<file path="config.mk">
export PLATFORM = sky130hd
export DESIGN_NAME = logger_arbiter_flat
export DESIGN_NICKNAME = d
export VERILOG_FILES = /design/src/rtl/logger_arbiter_if.sv /design/src/rtl/logger_arbiter.sv /design/src/flat_wrapper.sv
export SDC_FILE = /design/constraint.sdc
export NUM_CORES = 1
export LEC_CHECK = 0
export CORE_ASPECT_RATIO = 0.8
export CORE_UTILIZATION = 45
export CTS_BUF_LIST = sky130_fd_sc_hd__clkbuf_8
export DETAILED_ROUTE_END_ITERATION = 10
export PLACE_DENSITY = 0.78
export SYNTH_ARGS = -nofsm -noshare
export SYNTH_HDL_FRONTEND = slang
export SYNTH_SLANG_ARGS = --single-unit
</file>
<file path="constraint.sdc">
create_clock -name clk -period 4.6 [get_ports clk]
set_input_delay 0.92 -clock clk [delete_from_list [all_inputs] [get_ports clk]]
set_output_delay 0.92 -clock clk [all_outputs]
set_load 0.05 [all_outputs]
</file>
<file path="src/rtl/logger_arbiter_if.sv">
// Debug-source and logger-side signals of the logger arbiter.
// The arbiter takes the slave view; sources and logger drive the master view.
interface logger_arbiter_if #(
    parameter int SRC_WIDTH = 34
);
    logic [3:0]             src_valid;
    logic [4*SRC_WIDTH-1:0] src_data;
    logic                   dump_done;
    logic                   log_wr_en;
    logic [SRC_WIDTH+1:0]   log_data;
    logic                   log_rd_start;

    modport slave (
        input  src_valid,
        input  src_data,
        input  dump_done,
        output log_wr_en,
        output log_data,
        output log_rd_start
    );

    modport master (
        output src_valid,
        output src_data,
        output dump_done,
        input  log_wr_en,
        input  log_data,
        input  log_rd_start
    );
endinterface

</file>
<file path="src/rtl/logger_arbiter.sv">
// Shares one diagnostic logger between four debug sources (round-robin, 2-bit source tag)
// and sequences a capture: arm, trigger, post-trigger write count, dump, wait for dump done.
module logger_arbiter #(
    parameter int SRC_WIDTH = 34,
    parameter int CNT_WIDTH = 12
) (
    input  logic                 clk,
    input  logic                 rst_n,
    input  logic                 arm_i,
    input  logic                 trigger_i,
    input  logic [CNT_WIDTH-1:0] post_count_i,
    output logic [1:0]           state_o,
    output logic [7:0]           drop_cnt_o,
    logger_arbiter_if.slave      dbg_bus
);

    // state | meaning
    // IDLE  | waiting for arm, sources ignored
    // ARMED | capturing, waiting for a trigger rising edge
    // POST  | capturing, counting writes up to the latched post_count
    // DUMP  | rd_start issued on entry, writes blocked until dump_done
    typedef enum logic [1:0] {
        S_IDLE  = 2'd0,
        S_ARMED = 2'd1,
        S_POST  = 2'd2,
        S_DUMP  = 2'd3
    } state_t;

    state_t                 state_q;
    logic                   trig_q;
    logic [CNT_WIDTH-1:0]   post_len_q;
    logic [CNT_WIDTH-1:0]   post_cnt_q;
    logic                   rd_start_q;
    logic [1:0]             ptr_q;
    logic [3:0]             full_q;
    logic [SRC_WIDTH-1:0]   hold_q [4];
    logic                   wr_en_q;
    logic [SRC_WIDTH+1:0]   data_q;
    logic [7:0]             drop_q;

    logic                   cap_en;
    logic                   trig_edge;
    logic [CNT_WIDTH-1:0]   post_cnt_inc;
    logic                   enter_dump;
    logic                   gnt_vld;
    logic                   grant_ok;
    logic [1:0]             gnt_idx;
    logic [1:0]             cand;
    logic [3:0]             drop_vec;
    logic [2:0]             drop_num;
    logic [8:0]             drop_sum;
    logic [7:0]             drop_d;

    assign cap_en       = (state_q == S_ARMED) || (state_q == S_POST);
    assign trig_edge    = trigger_i & ~trig_q;
    assign post_cnt_inc = post_cnt_q + CNT_WIDTH'(1);
    assign enter_dump   = ((state_q == S_ARMED) && trig_edge && (post_len_q == '0)) ||
                          ((state_q == S_POST) && wr_en_q && (post_cnt_inc == post_len_q));

    // The search walks down from offset 3 so the last hit is the one nearest the pointer.
    always_comb begin
        gnt_vld = 1'b0;
        gnt_idx = ptr_q;
        cand    = ptr_q;
        for (int k = 3; k >= 0; k--) begin
            cand = ptr_q + 2'(k);
            if (full_q[cand]) begin
                gnt_vld = 1'b1;
                gnt_idx = cand;
            end
        end
    end

    // No grant on the edge into DUMP: the winner would be discarded by the register clear anyway.
    assign grant_ok = gnt_vld & cap_en & ~enter_dump;

    always_comb begin
        drop_vec = '0;
        drop_num = '0;
        for (int i = 0; i < 4; i++) begin
            drop_vec[i] = cap_en & dbg_bus.src_valid[i] & full_q[i] &
                          ~(grant_ok & (gnt_idx == 2'(i)));
            drop_num    = drop_num + {2'b00, drop_vec[i]};
        end
        drop_sum = {1'b0, drop_q} + {6'b0, drop_num};
        drop_d   = drop_sum[8] ? 8'hFF : drop_sum[7:0];
    end

    always_ff @(posedge clk or negedge rst_n) begin
        if (!rst_n) begin
            state_q    <= S_IDLE;
            trig_q     <= 1'b0;
            post_len_q <= '0;
            post_cnt_q <= '0;
            rd_start_q <= 1'b0;
        end else begin
            trig_q     <= trigger_i;
            rd_start_q <= enter_dump;
            case (state_q)
                S_IDLE: begin
                    if (arm_i) begin
                        state_q    <= S_ARMED;
                        post_len_q <= post_count_i;
                        post_cnt_q <= '0;
                    end
                end
                S_ARMED: begin
                    if (trig_edge) begin
                        state_q <= (post_len_q == '0) ? S_DUMP : S_POST;
                    end
                end
                S_POST: begin
                    if (wr_en_q) begin
                        post_cnt_q <= post_cnt_inc;
                        if (post_cnt_inc == post_len_q) begin
                            state_q <= S_DUMP;
                        end
                    end
                end
                S_DUMP: begin
                    if (dbg_bus.dump_done) begin
                        state_q <= S_IDLE;
                    end
                end
                default: state_q <= S_IDLE;
            endcase
        end
    end

    always_ff @(posedge clk or negedge rst_n) begin
        if (!rst_n) begin
            ptr_q   <= '0;
            full_q  <= '0;
            wr_en_q <= 1'b0;
            data_q  <= '0;
            drop_q  <= '0;
            for (int i = 0; i < 4; i++) begin
                hold_q[i] <= '0;
            end
        end else begin
            wr_en_q <= 1'b0;
            if ((state_q == S_IDLE) && arm_i) begin
                drop_q <= '0;
            end else if (|drop_vec) begin
                drop_q <= drop_d;
            end
            if (enter_dump || (state_q == S_DUMP)) begin
                full_q <= '0;
            end else begin
                if (grant_ok) begin
                    wr_en_q         <= 1'b1;
                    data_q          <= {gnt_idx, hold_q[gnt_idx]};
                    ptr_q           <= gnt_idx + 2'd1;
                    full_q[gnt_idx] <= 1'b0;
                end
                for (int i = 0; i < 4; i++) begin
                    if (cap_en && dbg_bus.src_valid[i] && !drop_vec[i]) begin
                        full_q[i] <= 1'b1;
                        hold_q[i] <= dbg_bus.src_data[i*SRC_WIDTH +: SRC_WIDTH];
                    end
                end
            end
        end
    end

    assign state_o              = state_q;
    assign drop_cnt_o           = drop_q;
    assign dbg_bus.log_wr_en    = wr_en_q;
    assign dbg_bus.log_data     = data_q;
    assign dbg_bus.log_rd_start = rd_start_q;

endmodule

</file>
<file path="src/flat_wrapper.sv">
// flat-port wrapper written by rule: the top's interface ports become plain ports
module logger_arbiter_flat 
#(
    parameter int SRC_WIDTH = 34,
    parameter int CNT_WIDTH = 12
)
  (clk, rst_n, arm_i, trigger_i, post_count_i, state_o, drop_cnt_o, dbg_bus_src_valid, dbg_bus_src_data, dbg_bus_dump_done, dbg_bus_log_wr_en, dbg_bus_log_data, dbg_bus_log_rd_start);
  logger_arbiter_if #(.SRC_WIDTH(SRC_WIDTH)) dbg_bus_i ();
  input  logic clk;
  input  logic rst_n;
  input  logic arm_i;
  input  logic trigger_i;
  input  logic [CNT_WIDTH-1:0] post_count_i;
  output logic [1:0] state_o;
  output logic [7:0] drop_cnt_o;
  input wire logic [$bits(dbg_bus_i.src_valid)-1:0] dbg_bus_src_valid;
  input wire logic [$bits(dbg_bus_i.src_data)-1:0] dbg_bus_src_data;
  input wire logic [$bits(dbg_bus_i.dump_done)-1:0] dbg_bus_dump_done;
  output wire logic [$bits(dbg_bus_i.log_wr_en)-1:0] dbg_bus_log_wr_en;
  output wire logic [$bits(dbg_bus_i.log_data)-1:0] dbg_bus_log_data;
  output wire logic [$bits(dbg_bus_i.log_rd_start)-1:0] dbg_bus_log_rd_start;
  assign dbg_bus_i.src_valid = dbg_bus_src_valid;
  assign dbg_bus_i.src_data = dbg_bus_src_data;
  assign dbg_bus_i.dump_done = dbg_bus_dump_done;
  assign dbg_bus_log_wr_en = dbg_bus_i.log_wr_en;
  assign dbg_bus_log_data = dbg_bus_i.log_data;
  assign dbg_bus_log_rd_start = dbg_bus_i.log_rd_start;
  logger_arbiter #(.SRC_WIDTH(SRC_WIDTH), .CNT_WIDTH(CNT_WIDTH)) u_core (.clk(clk), .rst_n(rst_n), .arm_i(arm_i), .trigger_i(trigger_i), .post_count_i(post_count_i), .state_o(state_o), .drop_cnt_o(drop_cnt_o), .dbg_bus(dbg_bus_i));
endmodule
</file>
; ---- Word level (Yosys, flattened, before mapping)
; Index checks and enable logic that the tools add are counted.
[totals]
regBits = 215
word_cells = 155
inputBits = 157
[classes]
magnitude_cmp = 7
n_mux = 42
bitwise_logic = 29
eq_ne = 12
reduce_logical = 39
n_addsub = 9
[ops]
columns = op, n
row1 = 34-bit binary-select mux with 2-bit select, 1
row2 = 34-bit 2-to-1 mux, 2
row3 = 12-bit 2-to-1 mux, 2
row4 = 8-bit 2-to-1 mux, 3
row5 = 12-bit one-hot mux with 2 select lines, 1
row6 = 1-bit AND, 19
row7 = 2-bit 2-to-1 mux, 9
row8 = 1-bit 2-to-1 mux, 16
row9 = "2-bit by 3-bit less-than comparator with 1-bit output, second input constant", 5
row10 = 1-bit logical AND, 14
row11 = "12-bit by 1-bit adder with 12-bit output, second input constant", 1
row12 = 12-bit equality test, 1
row13 = 12-bit zero test, 1
row14 = 2-bit AND reduction, 6
row15 = 3-bit nonzero test, 4
row16 = 8-bit by 3-bit adder with 9-bit output, 1
row17 = 1-bit binary-select mux with 2-bit select, 4
row18 = "2-bit equality test, second input constant", 4
row19 = 4-bit 2-to-1 mux, 2
row20 = 2-bit one-hot mux with 4 select lines, 1
row21 = 1-bit inverter, 7
row22 = 3-bit by 1-bit adder with 3-bit output, 2
row23 = "2-bit inequality test, second input constant", 3
row24 = 5-bit AND reduction, 1
row25 = other kinds (17), 28

; ---- Depth between registers and ports, before layout
[depth]
depth_word = 19
mapped_depth = 23
depth_no_buf = 22

; ---- Worst setup path after synthesis
; No wires, ideal clock.
[synth_path]
kind = reg-to-reg
start = register u_core.post_cnt_q[0]
end = register u_core.drop_q[5], in the netlist u_core.drop_cnt_o[5]
stages_incl_launch_ff = 24
setup_ns = 0.104
path_slack_ns = -0.477
arrival_time_ns = 4.974
cell_sequence = dfrtp_1 -> ha_1 -> clkbuf_2 -> o21ba_1 -> a221oi_1 -> a21oi_1 -> or3_1 -> or4_1 -> buf_6 -> and2_1 -> a211o_1 -> ha_1 -> inv_1 -> fa_1 -> inv_1 -> ha_1 -> inv_1 -> fa_1 -> nor2b_1 -> o21a_1 -> nand3_1 -> nand2_1 -> o21ai_0 -> a221oi_1
[synth_between]
elab_chain_cells = 16
[synth_rtl]
columns = item, line
row1 = from (decl), logger_arbiter.sv:32  ; logic [CNT_WIDTH-1:0] post_cnt_q;
row2 = from (signal assigned), logger_arbiter.sv:114  ; post_cnt_q <= post_cnt_inc;
row3 = 12-bit by 1-bit adder with 12-bit output *, logger_arbiter.sv:56  ; assign post_cnt_inc = post_cnt_q + CNT_WIDTH'(1);
row4 = 12-bit equality test *, logger_arbiter.sv:58  ; ((state_q == S_POST) && wr_en_q && (post_cnt_inc == post_len_q));
row5 = 1-bit logical AND *, logger_arbiter.sv:58
row6 = 1-bit logical OR *, logger_arbiter.sv:57  ; assign enter_dump = ((state_q == S_ARMED) && trig_edge && (post_len_q == '0)) ||
row7 = 1-bit inverter *, logger_arbiter.sv:75  ; assign grant_ok = gnt_vld & cap_en & ~enter_dump;
row8 = 1-bit AND *, logger_arbiter.sv:75
row9 = 1-bit AND, logger_arbiter.sv:82  ; ~(grant_ok & (gnt_idx == 2'(i)));
row10 = 1-bit inverter, logger_arbiter.sv:82
row11 = 1-bit AND, logger_arbiter.sv:81  ; drop_vec[i] = cap_en & dbg_bus.src_valid[i] & full_q[i] &
row12 = 1-bit by 1-bit adder with 2-bit output, logger_arbiter.sv:83  ; drop_num = drop_num + {2'b00, drop_vec[i]};
row13 = 3-bit by 1-bit adder with 3-bit output (2 in series), logger_arbiter.sv:83
row14 = 8-bit by 3-bit adder with 9-bit output, logger_arbiter.sv:85  ; drop_sum = {1'b0, drop_q} + {6'b0, drop_num};
row15 = 8-bit 2-to-1 mux, logger_arbiter.sv:86  ; drop_d = drop_sum[8] ? 8'hFF : drop_sum[7:0];
row16 = 8-bit 2-to-1 mux, logger_arbiter.sv:144  ; end else if (|drop_vec) begin
row17 = 8-bit 2-to-1 mux, logger_arbiter.sv:142  ; if ((state_q == S_IDLE) && arm_i) begin
row18 = to (signal assigned), logger_arbiter.sv:145  ; drop_q <= drop_d;
row19 = to (decl), logger_arbiter.sv:39  ; logic [7:0] drop_q;
; Every way passes the cells marked *; elsewhere a longest branch is shown, timed or not. The select of a mux whose other input is x is not followed.
; A chain may end at the register's enable or synchronous reset.

; ---- Final worst setup path
[layout_path]
start = register u_core.post_cnt_q[2]
end = register u_core.drop_q[5], in the netlist u_core.drop_cnt_o[5]
; Same word-level chain as after synthesis.

==> qor.txt <==
failing checks: negative setup slack
FF-to-FF Start: u_core.post_cnt_q[2]
Synth Cell Area: 10900 sq um
layout cells sized above 1: 0.306
Comb power frac: 0.572
clk root buf: clkbuf_8
Worst Tran Pin Value: 865 ps
max frequency: 213 MHz
I/O Buffers: 204
Antenna Nets Post-Route: 0
Relative slew margins: 0.423
Syn Nets: 1079
CP Data Arrival Time: 5090 ps
antenna violations before repair: 0
Netlist cell types: 69
final core occ: 0.610
synthesized flop and latch total: 215
via density per instance: 5.36
Clock Sinks: 215
# IOs: 205
CP Class: flop to flop
switch share: 0.410
Yosys warning count: 0
vias after detailed routing: 7982
fin nets: 1329
Clock power frac: 0.144
Switch Pwr: 0.00498 W
residual DRC count: 0
largest net degree at the start of global routing: 83
ys flop type: dfrtp_1
Worst EP required: 5010 ps
Hold Violations, Final: 0
Flop pwr share: 0.284
Post-Syn Instances: 904
crit path max fanout: 5
Overall Global Routing Usage: 0.232
Worst Hold Class: primary input to async pin
die area: 24800 sq um
min Tclk post-route: 4690 ps
flop2flop setup slack: -90 ps
WL/cell: 19.4 um
crit end category: flop
Setup Skew: 16.5 ps
Skew-Pair Late Insertion Delay: 520 ps
Inserted Clock Buffers: 36
final WL: 28900 um
antenna cells: 0
area grow syn2layout: 32.0%
number of synthesized flops with an enable pin: 0
drt first pass iters: 5
crit path from: u_core.post_cnt_q[2]
RSZ-0062 raised after global routing: true
power per cell area: 845 nW/um^2
status: complete, but fails checks
CTS tree: built
MaxCap Viol Count: 0
global-route wire length before repair: 45000 um
Starting Density: 0.462
core footprint: 23600 sq um
routability cong.: 0.846
peak supply drop: 584 uV
Finished Cell Area: 14400 sq um
row count: 50
Post-DP HPWL: 19200 um
Internal: 0.00716 W
clock input transition at the sequential cells of the worst setup and hold paths: 60 ps
period utilisation layout: 1.02
Hold Buf Count CTS: 0
vias in the first global route: 8202
gr ovfl total: 0
startpoint types: flop
final slew viol count: 0
die height: 141 um
Pleak: 6.54 nW
setup violators final: 7
H-tree levels: 2
Detailed Route Iter0 Violations: 404
DIE WIDTH: 176 um
Avg Synthesized Cell Area: 12.0 sq um
clk buf depth: 3
placed cell area: 13400 sq um
worst setup margin: -85.7 ps
FFs w/ async S/R, synth: 1.00
sequential area share after synthesis: 0.494
-- cells in the mapped netlist (4+ instances only) --
| library cell | number | share of area |
|---|---|---|
| a21oi_1 | 15 | 0.0069 |
| a221oi_1 | 4 | 0.0032 |
| a31oi_1 | 37 | 0.021 |
| and2_1 | 4 | 0.0023 |
| and3_1 | 37 | 0.021 |
| buf_12 | 9 | 0.017 |
| buf_6 | 10 | 0.010 |
| clkbuf_1 | 24 | 0.0083 |
| dfrtp_1 | 215 | 0.49 |
| ha_1 | 16 | 0.018 |
| inv_1 | 20 | 0.0069 |
| mux2_2 | 89 | 0.092 |
| mux2_4 | 99 | 0.14 |
| nand2_1 | 167 | 0.058 |
| nand2b_1 | 4 | 0.0023 |
| nand3_1 | 14 | 0.0064 |
| nor2_1 | 12 | 0.0041 |
| nor2b_1 | 6 | 0.0034 |
| nor3_1 | 8 | 0.0037 |
| o21ai_0 | 20 | 0.0092 |
| o31ai_1 | 6 | 0.0041 |
| xnor2_1 | 11 | 0.0088 |
| xor2_1 | 5 | 0.0040 |
-- kinds of logic (layout without fill, tap and decap cells) --
logic type	count (synthesis)	after routing	synth area share
simple gates	279	279	0.124
flops	215	215	0.494
mux	189	189	0.229
compound gates	111	111	0.0698
buf+inv	76	350	0.0481
fa+ha+maj	18	18	0.0221
xor+xnor	16	16	0.0129
-- layout make-up --
class,count,area [sq um]
flip-flops and latches,215,5380
clock buffers,47,647
clock inverters,15,93.8
repair buffers,266,2580
well taps,312,390
fillers,1867,9210
inverters,22,82.6
multi-input cells,613,5200
-- power groups by stage --
stage / clock network, W / logic, W / registers, W
global route: 0.00188 / 0.00746 / 0.00355
finish: 0.00175 / 0.00695 / 0.00345
detailed placement: 0 / 0.00683 / 0.00345
floorplan: 0 / 0.00455 / 0.00395
global placement: 0 / 0.00667 / 0.00341
CTS: 0.00178 / 0.00691 / 0.00343
-- stage by stage --
step / cells / total power (W) / TNS (ps) / setup WS [ps] / hold slack [ps]
3_5_place_dp: 1419 / 0.0103 / -581 / -158 / 491
5_1_grt: 1490 / 0.0129 / -1870 / -285 / 423
3_3_place_gp: 1419 / 0.0101 / -175 / -50.8 / 471
4_1_cts: 1485 / 0.0121 / -324 / -57.8 / 407
6_report: 1490 / 0.0121 / -390 / -85.7 / 405
2_1_floorplan: 904 / 0.00850 / -490 / -187 / 466
-- metal layers --
layer,wire length (um),global-route usage,up-vias,part of all wire
li1,-,-,3674,-
met1,13800,0.334,4021,0.48
met2,12900,0.361,241,0.45
met3,1680,0.0431,46,0.058
met4,475,0.0572,0,0.016
met5,0,0,-,0
-- cells in the final DEF, fill, tap and decap left out, types with 3 or more instances in the layout --
master           synthesis  layout
dfrtp_1                215     213
clkdlybuf4s50_1          0     203
nand2_1                167     165
mux2_4                  99     102
mux2_2                  89      86
buf_4                    3      54
clkbuf_8                 0      47
and3_1                  37      37
a31oi_1                 37      36
inv_1                   20      25
o21ai_0                 20      17
nand3_1                 14      12
nor2_1                  12      12
ha_1                    16      12
xnor2_1                 11      11
a21oi_1                 15      10
nor3_1                   8       7
o31ai_1                  6       6
inv_2                    1       5
xor2_1                   5       5
a221oi_2                 0       4
nand2b_1                 4       4
nor2b_1                  6       4
a21oi_2                  0       4
ha_4                     0       4
buf_6                   10       4
buf_12                   9       4
and2_1                   4       3
nand3_2                  1       3
nor3_2                   2       3
o21bai_1                 3       3
a211o_2                  3       3
clkinv_2                 0       3
-- critical path, stage by stage (launching register included) --
cell and delay [ps]:
dfrtp_2 450, buf_6 140, o21ba_4 210, a221oi_2 250, a21oi_1 60, or3_4 340, or4_4 430, and2_4 180
a211o_1 280, ha_1 310, inv_2 60, fa_2 420, inv_2 70, ha_4 130, inv_2 30, fa_2 350
nor2b_2 140, o21a_1 180, nand3_2 120, nand2_2 110, o21ai_2 60, a221oi_2 250
-- worst paths after layout --
path,endpoint,cells past startpoint
worst max register to register,u_core.drop_cnt_o[5],21
min in group clk,u_core.hold_q[69],1
worst min register to register,u_core.hold_q[69],1
worst min-delay path,u_core.hold_q[2],1
max in group asynchronous,u_core.hold_q[61],2
worst max-delay path,u_core.drop_cnt_o[5],21
-- state kept, by name (all words and copies together) (netlist names) --
name and count:
u_core.trig_q 1, u_core.dbg_bus.log_wr_en 1, u_core.hold_q 136, u_core.post_len_q 12
u_core.drop_cnt_o 8, u_core.dbg_bus.log_data 36, u_core.full_q 4, u_core.dbg_bus.log_rd_start 1
u_core.post_cnt_q 12, u_core.ptr_q 2, u_core.state_o 2
-- what timing repair did --
item                                    in CTS  in global routing
endpoints found under the setup margin       8                  8
gates resized for setup                     11                 31
pin swaps                                    6                 13
setup buffers                                4                  6
(Power assumes the default switching activity.)
